===== src/rtl/sd_event_sync_pkg.sv =====
// Shared definitions for sd_event_sync: counter saturation limit, counter action
// encoding and the round-robin successor used by sdlib arbiters.
package sd_event_sync_pkg;

    typedef enum logic [1:0] {
        CNT_HOLD = 2'd0,
        CNT_INC  = 2'd1,
        CNT_DEC  = 2'd2
    } cnt_op_e;

    function automatic int unsigned CNT_MAX(input int unsigned w);
        return (w >= 32) ? 32'hFFFF_FFFF : ((32'd1 << w) - 32'd1);
    endfunction

    function automatic int unsigned rr_next(input int unsigned idx, input int unsigned n);
        return (idx + 32'd1 >= n) ? 32'd0 : idx + 32'd1;
    endfunction

endpackage


===== src/rtl/sd_event_sync_chan.sv =====
// One event channel: toggle synchronizer, edge detect and saturating pending count.
// Optional sticky overflow flag when SD_EVENT_SYNC_OVF_EN is defined.
module sd_event_sync_chan
    import sd_event_sync_pkg::*;
#(
    parameter int sync_stages = 2,
    parameter int cnt_w       = 4
) (
    input  logic clk,
    input  logic reset,
    input  logic i_tgl,
    input  logic i_dec,
    output logic o_pulse,
    output logic o_nz
`ifdef SD_EVENT_SYNC_OVF_EN
    ,
    output logic o_ovf
`endif
);

    localparam logic [cnt_w-1:0] LP_CNT_MAX = cnt_w'(CNT_MAX(cnt_w));

    logic [sync_stages-1:0] r_sync;
    logic                   r_pulse;
    logic [cnt_w-1:0]       r_cnt;
    cnt_op_e                w_op;
    logic                   w_drop;

    // NOTE: the synchronizer chain has no reset; it must keep following tgl_in
    // during reset so the edge detector is settled by the time reset releases.
    always_ff @(posedge clk) begin
        r_sync <= {r_sync[sync_stages-2:0], i_tgl};
    end

    // r_pulse is s[last] ^ d (d = previous s[last]) computed one edge early, so
    // the strobe comes straight off a flop and is forced low across reset.
    always_ff @(posedge clk) begin
        if (reset) begin
            r_pulse <= 1'b0;
        end else begin
            r_pulse <= r_sync[sync_stages-1] ^ r_sync[sync_stages-2];
        end
    end

    // NOTE: every always_comb output gets a default first so no latch is inferred.
    always_comb begin
        w_op = CNT_HOLD;
        if (r_pulse && !i_dec) begin
            w_op = CNT_INC;
        end else if (!r_pulse && i_dec) begin
            w_op = CNT_DEC;
        end
    end

    assign w_drop = (w_op == CNT_INC) && (r_cnt == LP_CNT_MAX);

    // NOTE: sequential state uses non-blocking assignments only.
    always_ff @(posedge clk) begin
        if (reset) begin
            r_cnt <= '0;
        end else begin
            case (w_op)
                CNT_INC: if (!w_drop) r_cnt <= r_cnt + cnt_w'(1);
                CNT_DEC: r_cnt <= r_cnt - cnt_w'(1);
                default: r_cnt <= r_cnt;
            endcase
        end
    end

`ifdef SD_EVENT_SYNC_OVF_EN
    logic r_ovf;

    always_ff @(posedge clk) begin
        if (reset) begin
            r_ovf <= 1'b0;
        end else if (w_drop) begin
            r_ovf <= 1'b1;
        end
    end

    assign o_ovf = r_ovf;
`endif

    assign o_pulse = r_pulse;
    assign o_nz    = (r_cnt != '0);

endmodule


===== src/rtl/sd_event_sync.sv =====
// Multi-channel toggle-event synchronizer with round-robin srdy/drdy output.
// Define SD_EVENT_SYNC_OVF_EN to add the sticky per-channel ovf port.
module sd_event_sync
    import sd_event_sync_pkg::*;
#(
    parameter int channels    = 4,
    parameter int sync_stages = 2,
    parameter int cnt_w       = 4,
    parameter int chan_w      = 2
) (
    input  logic                clk,
    input  logic                reset,
    input  logic [channels-1:0] tgl_in,
    output logic [channels-1:0] pulse_out,
    output logic                p_srdy,
    input  logic                p_drdy,
    output logic [chan_w-1:0]   p_chan
`ifdef SD_EVENT_SYNC_OVF_EN
    ,
    output logic [channels-1:0] ovf
`endif
);

    logic [channels-1:0] w_nz;
    logic [channels-1:0] w_dec;
    logic [chan_w-1:0]   r_ptr;
    logic [chan_w-1:0]   w_sel;
    logic                w_any;

    for (genvar gi = 0; gi < channels; gi++) begin : g_chan
        assign w_dec[gi] = p_srdy & p_drdy & (p_chan == chan_w'(gi));

        sd_event_sync_chan #(
            .sync_stages (sync_stages),
            .cnt_w       (cnt_w)
        ) u_chan (
            .clk     (clk),
            .reset   (reset),
            .i_tgl   (tgl_in[gi]),
            .i_dec   (w_dec[gi]),
            .o_pulse (pulse_out[gi]),
            .o_nz    (w_nz[gi])
`ifdef SD_EVENT_SYNC_OVF_EN
            ,
            .o_ovf   (ovf[gi])
`endif
        );
    end

    // First pass searches ptr..top, second pass wraps to 0..ptr-1.
    always_comb begin
        w_sel = r_ptr;
        w_any = 1'b0;
        for (int i = 0; i < channels; i++) begin
            if (!w_any && w_nz[i] && (i >= int'(r_ptr))) begin
                w_any = 1'b1;
                w_sel = chan_w'(i);
            end
        end
        for (int i = 0; i < channels; i++) begin
            if (!w_any && w_nz[i]) begin
                w_any = 1'b1;
                w_sel = chan_w'(i);
            end
        end
    end

    always_ff @(posedge clk) begin
        if (reset) begin
            r_ptr <= '0;
        end else if (p_srdy && p_drdy) begin
            r_ptr <= chan_w'(rr_next(32'(p_chan), 32'(channels)));
        end
    end

    assign p_srdy = w_any;
    assign p_chan = w_sel;

endmodule


===== config.mk =====
export PLATFORM = sky130hd
export DESIGN_NAME = sd_event_sync
export DESIGN_NICKNAME = d
export VERILOG_FILES = /design/src/rtl/sd_event_sync_pkg.sv /design/src/rtl/sd_event_sync_chan.sv /design/src/rtl/sd_event_sync.sv
export SDC_FILE = /design/constraint.sdc
export NUM_CORES = 1
export LEC_CHECK = 0
export ABC_CLOCK_PERIOD_IN_PS = 4500
export CAP_MARGIN = 20
export CORE_MARGIN = 4
export CORE_UTILIZATION = 45
export DETAILED_ROUTE_END_ITERATION = 10
export PLACE_DENSITY = 0.7
export SYNTH_ARGS = -nofsm -noshare
export SYNTH_HDL_FRONTEND = slang
export SYNTH_SLANG_ARGS = --single-unit

===== constraint.sdc =====
create_clock -name clk -period 4.5 [get_ports clk]
set_input_delay 1.35 -clock clk [delete_from_list [all_inputs] [get_ports clk]]
set_output_delay 1.35 -clock clk [all_outputs]
set_load 0.1 [all_outputs]

; ---- Word-level counts from Yosys, hierarchy flattened
; Index checks and enable logic that the tools add are counted.
[word_totals]
regBits = 30
inputBits = 7
out_inout_bits = 7
elab_cells = 138
[classes]
addsub = 9
n_lt_le_gt_ge = 4
n_eq_ne = 19
mux = 33
bitwise = 9
reduce_logical = 51
[op_table]
columns = operator, n
row1 = $mux W2, 17
row2 = $pmux W4 S2, 4
row3 = $logic_and A1 B1 Y1, 23
row4 = $add A4 B1 Y4 const B, 4
row5 = $eq A4 B4 Y1 const B, 4
row6 = $mux W4, 4
row7 = $reduce_bool A4 Y1, 4
row8 = $sub A4 B1 Y4 const B, 4
row9 = $logic_not A1 Y1, 15
row10 = $eq A2 B2 Y1 const B, 6
row11 = $eq A2 B1 Y1 const B, 5
row12 = $mux W1, 8
row13 = $ne A2 B2 Y1 const B, 4
row14 = $reduce_and A2 Y1, 4
row15 = $reduce_bool A2 Y1, 4
row16 = $and A1 B1 Y1, 5
row17 = $ge A1 B2 Y1 const A, 2
row18 = $xor A1 B1 Y1, 4
row19 = $add A2 B1 Y3 const B, 1
row20 = $ge A3 B3 Y1 const B, 1
row21 = $ge A2 B2 Y1 const A, 1
row22 = $logic_not A2 Y1, 1

; ---- Longest topological paths before layout
[logic_depth]
ltp_word = 35
ltp_mapped = 14
ltp_nobuf = 13

; ---- Cells and area by module
; A second synthesis with hierarchy kept.
[hier_totals]
hier_cells = 166
hier_area_um2 = 1592.8
[modules_own_cells]
columns = module, instances, cells_each, area_each_um2, seq_area_each_um2
row1 = sd_event_sync_chan, 4, 34, 339.1, 140.1
row2 = sd_event_sync, 1, 30, 236.5, 40.0

; ---- Least setup slack after synthesis
; No wires, ideal clock.
[synth_timing]
path_type = reg-to-reg
startpoint = register g_chan[1].u_chan.r_cnt[3]
endpoint = register g_chan[3].u_chan.r_cnt[3]
setup_time_ps = 128
arrival_time_ps = 4472
required_ps = 4372
path_slack_ps = -100
path_stages_with_launch = 14
path_buffers = 1
synth_period_minus_slack_ps = 4600
path_cell_list = dfxtp_1 > or4_1 > clkbuf_2 > nor3_1 > nor4_2 > nor2_1 > ha_1 > nor3b_1 > ha_1 > a21o_1 > a21oi_1 > mux2i_1 > xor2_1 > nor2_1
[synth_via]
elab_chain_cells = 32
elab_cells_between_ends = 45
classes_between = 4 x eq/ne / 17 x mux / 2 x bitwise / 22 x reduce/logical
[synth_rtl]
columns = item, line_no
row1 = "start, declared", sd_event_sync_chan.sv:25  ; logic [cnt_w-1:0] r_cnt;
row2 = "start signal, assigned", sd_event_sync_chan.sv:63  ; CNT_INC: if (!w_drop) r_cnt <= r_cnt + cnt_w'(1);
row3 = "start signal, assigned", sd_event_sync_chan.sv:64  ; CNT_DEC: r_cnt <= r_cnt - cnt_w'(1);
row4 = "start signal, assigned", sd_event_sync_chan.sv:65  ; default: r_cnt <= r_cnt;
row5 = $reduce_bool A4 Y1 *, sd_event_sync_chan.sv:85  ; assign o_nz = (r_cnt != '0);
row6 = $logic_and A1 B1 Y1 (2 in series), sd_event_sync.sv:55  ; if (!w_any && w_nz[i] && (i >= int'(r_ptr))) begin
row7 = $mux W1, sd_event_sync.sv:55
row8 = $logic_not A1 Y1, sd_event_sync.sv:55
row9 = $logic_and A1 B1 Y1 (2 in series), sd_event_sync.sv:55
row10 = $mux W1, sd_event_sync.sv:55
row11 = $logic_not A1 Y1, sd_event_sync.sv:55
row12 = $logic_and A1 B1 Y1, sd_event_sync.sv:55
row13 = [... 13 more ...], -
row14 = net p_chan[1], sd_event_sync.sv:17  ; output logic [chan_w-1:0] p_chan
row15 = [... 1 more ...], -
row16 = $and A1 B1 Y1 *, sd_event_sync.sv:31  ; assign w_dec[gi] = p_srdy & p_drdy & (p_chan == chan_w'(gi));
row17 = $logic_and A1 B1 Y1 / $logic_not A1 Y1 (equally long branches), "sd_event_sync_chan.sv:50, sd_event_sync_chan.sv:48"
row18 = $mux W2 / $logic_and A1 B1 Y1 (equally long branches), "sd_event_sync_chan.sv:50, sd_event_sync_chan.sv:48"
row19 = $mux W2 *, sd_event_sync_chan.sv:48  ; if (r_pulse && !i_dec) begin
row20 = $eq A2 B1 Y1, "sd_event_sync_chan.sv:55, sd_event_sync_chan.sv:62"
row21 = $logic_and A1 B1 Y1, sd_event_sync_chan.sv:55  ; assign w_drop = (w_op == CNT_INC) && (r_cnt == LP_CNT_MAX);
row22 = $ne A2 B2 Y1 (no source line), -
row23 = $reduce_and A2 Y1 (no source line), -
row24 = "end signal, assigned", sd_event_sync_chan.sv:63
row25 = "end signal, assigned", sd_event_sync_chan.sv:64
row26 = "end signal, assigned", sd_event_sync_chan.sv:65
row27 = "end, declared", sd_event_sync_chan.sv:25
; Mark *: on every way through the listed nets, which the timed path passes. The rest lies on a longest branch.
; A chain may end at the register's enable or synchronous reset.

; ---- Worst setup path in the final report
[layout_timing]
startpoint = register g_chan[1].u_chan.r_cnt[0]
endpoint = output p_srdy
[layout_via]
elab_chain_cells = 23
[layout_rtl]
columns = item, line_no
row1 = $reduce_bool A4 Y1 *, sd_event_sync_chan.sv:85
row2 = $logic_and A1 B1 Y1 (2 in series), sd_event_sync.sv:55
row3 = $mux W1, sd_event_sync.sv:55
row4 = $logic_not A1 Y1, sd_event_sync.sv:55
row5 = $logic_and A1 B1 Y1 (2 in series), sd_event_sync.sv:55
row6 = $mux W1, sd_event_sync.sv:55
row7 = $logic_not A1 Y1, sd_event_sync.sv:55
row8 = $logic_and A1 B1 Y1, sd_event_sync.sv:55
row9 = [... 5 more ...], -
row10 = $logic_and A1 B1 Y1, sd_event_sync.sv:61  ; if (!w_any && w_nz[i]) begin
row11 = $mux W1 *, sd_event_sync.sv:61
row12 = $logic_not A1 Y1, sd_event_sync.sv:61
row13 = $logic_and A1 B1 Y1, sd_event_sync.sv:61
row14 = $mux W1 *, sd_event_sync.sv:61
row15 = $logic_not A1 Y1, sd_event_sync.sv:61
row16 = $logic_and A1 B1 Y1, sd_event_sync.sv:61
row17 = $mux W1 *, sd_event_sync.sv:61
row18 = "end, declared", sd_event_sync.sv:15  ; output logic p_srdy,
; Mark *: on every way between the ends. The rest lies on a longest branch, timed or not.

==> flow_metrics.env <==
export IMPL_outcome="finished, final reports clean"
export IMPL_max_freq_ghz=0.273
export IMPL_hpwl_um=2460
export IMPL_critPathMaxFanout=6
export IMPL_area_growth_synth_to_final_pct=14.8
export IMPL_grt_use_met1=0.175
export IMPL_wl_per_cell_um=12.8
export IMPL_vias=1337
export IMPL_final_cells=251
export IMPL_tns_ns=0
export IMPL_crit_type="reg2out"
export IMPL_diodes=0
export IMPL_cts_tree="done"
export IMPL_core_area_mm2=0.00374
export IMPL_hold_viol_final=0
export IMPL_first_iter_violations=66
export IMPL_ios=14
export IMPL_initial_core_util=0.478
export IMPL_dp_cells=244
export IMPL_antenna_found_initial=0
export IMPL_ys_ff_latch=30
export IMPL_syn_area_mm2=0.00179
export IMPL_ant_nets=0
export IMPL_rows=22
export IMPL_synth_top_area_share=0.336
export IMPL_grt_start_max_net_pins=23
export IMPL_synth_main_ff_cell="dfxtp_1"
export IMPL_finalCritPeriodShare=0.815
export IMPL_ys_warn_count=0
export IMPL_cap_violations=0
export IMPL_use_met2=0.225
export IMPL_synth_area_top_cells="dfxtp_1, ha_1, xnor2_1, fa_1, mux2i_1"
export IMPL_crit_required_ns=3.15
export IMPL_gr_total_overflow=0
export IMPL_drive_above_1_share=0.148
export IMPL_synthCells=188
export IMPL_cp_start_kind="flip-flop"
export IMPL_period_needed_ns=3.67
export IMPL_numCtsBuffers=5
export IMPL_fin_nets=224
export IMPL_synth_commonest_cells="dfxtp_1, nor2_1, inv_1"
export IMPL_path_clk_slew_ns=0.06
export IMPL_fillers=347
export IMPL_clock_tree_root_cell="clkbuf_8"
export IMPL_hold_buffers=0
export IMPL_gr_usage_met3=0.0440
export IMPL_arrival_ns=2.32
export IMPL_rsz0062_at_grt="false"
export IMPL_first_global_vias=1310
export IMPL_timing_final_ws_setup_ns=0.831
export IMPL_avgSynthCellArea_um2=9.51
export IMPL_clk_insertion_delay_late_ns=0.28
export IMPL_synth_area_leader_cell="dfxtp_1"
export IMPL_yosysSeqAreaShare=0.336
export IMPL_dieArea_mm2=0.00505
export IMPL_port_buffers=13
export IMPL_h_tree_depth=2
export IMPL_ys_async_sr_fraction=0
export IMPL_first_pass_iters=4
export IMPL_fp_dieH_um=71.0
export IMPL_clkSinkCount=30
export IMPL_worst_pin_slew_ns=0.979
export IMPL_ctsResizeCount=0
export IMPL_die_w_um=71.0
export IMPL_drv_slew=0
export IMPL_yosysMostFrequentCell="dfxtp_1"
export IMPL_dp_slack_ns=0.572
export IMPL_relSlewSlack=0.346
export IMPL_detail_route_wirelength_um=3220
export IMPL_drc=0
export IMPL_syn_num_nets=209
export IMPL_grt_usage=0.140
export IMPL_post_cts_buffers=0
export IMPL_setup_viol=0
export IMPL_synth_edff_count=0
export IMPL_final_util=0.548
export IMPL_cts_max_path_buffers=2
export IMPL_skew_ns=0.00559
export IMPL_endpoint_kind="primary output"
export IMPL_grt_first_pass_wirelength_um=5670
export IMPL_grt_busiest_layer="met2"
export IMPL_hold_class="reg2reg"
export IMPL_via_per_inst=5.33
export IMPL_gp_congestion=0.829
export IMPL_synth_cell_type_count=42
worst max-delay path, stage by stage (launching register included):
cell and delay, ns:
dfxtp_1 0.35, nor4_1 0.51, nand4_1 0.16, clkdlybuf4s50_1 1.01
worst paths after layout:
check,from,end,slack [ns],depth (start not counted)
max,g_chan[1].u_chan.r_cnt[0],p_srdy,0.83,3
min,g_chan[3].u_chan.r_sync[0],g_chan[3].u_chan.r_sync[1],0.36,0
max reg2reg,g_chan[1].u_chan.r_cnt[0],g_chan[3].u_chan.r_cnt[3],1.12,13
min reg2reg,g_chan[3].u_chan.r_sync[0],g_chan[3].u_chan.r_sync[1],0.36,0
layout by cell type, fill, tap and decap left out, types with 3 or more instances in the layout:
cell type | netlist | routed
ha_1 | 10 | 10
dfxtp_1 | 30 | 30
mux2_1 | 4 | 4
nand2_1 | 11 | 11
a211oi_1 | 3 | 3
clkbuf_8 | 0 | 6
nor2_1 | 20 | 19
buf_4 | 4 | 4
nor3_1 | 3 | 3
a21oi_1 | 9 | 9
nor2b_1 | 4 | 4
fa_1 | 4 | 4
nand4_1 | 5 | 5
clkdlybuf4s50_1 | 0 | 11
o21ai_0 | 3 | 3
xnor2_1 | 12 | 12
a21o_1 | 3 | 3
or4_1 | 3 | 3
inv_1 | 18 | 18
nor2_2 | 2 | 3
mux2i_1 | 8 | 8
per-stage QoR:
stage / hold WS, ns / area (um^2)
after global placement: 0.354 / 1940
after detailed placement: 0.356 / 1940
after floorplan: 0.350 / 1790
after CTS: 0.365 / 2050
final: 0.362 / 2050
after global routing: 0.369 / 2050
per-layer routing:
layer | routed length [um] | part of all wire
met1 | 1420 | 0.44
met2 | 1620 | 0.50
met3 | 146 | 0.045
met4 | 36 | 0.011
met5 | 0 | 0
flip-flops by register name, summed over array words and instances (netlist names):
name,flops
g_chan.u_chan.r_cnt,16
g_chan.u_chan.o_pulse,4
g_chan.u_chan.r_sync,8
r_ptr,2
kinds of logic (layout without fill, tap and decap cells):
| family | count (synthesis) | count (layout) | share of synthesized area |
|---|---|---|---|
| AO/OA/AOI/OAI | 30 | 30 | 0.132 |
| XOR/XNOR | 14 | 14 | 0.0686 |
| adder cells (fa/ha/maj) | 14 | 14 | 0.115 |
| buffers and inverters | 25 | 40 | 0.0658 |
| flip-flops | 30 | 30 | 0.336 |
| multiplexers | 14 | 14 | 0.0868 |
| AND/OR/NAND/NOR | 61 | 61 | 0.196 |
layout make-up:
cell class                 count  area [um^2]  area share
multi-input combinational    133         1070       0.522
clock buffer                   6         82.6      0.0402
sequential                    30          601       0.293
clock inverter                 1         30.0      0.0146
timing repair buffer          15          140      0.0683
tap                           48         60.1      0.0293
inverter                      18         67.6      0.0329
Power is not shown: default switching activity piles up to over one toggle a cycle in this logic, so the estimate is an artifact.
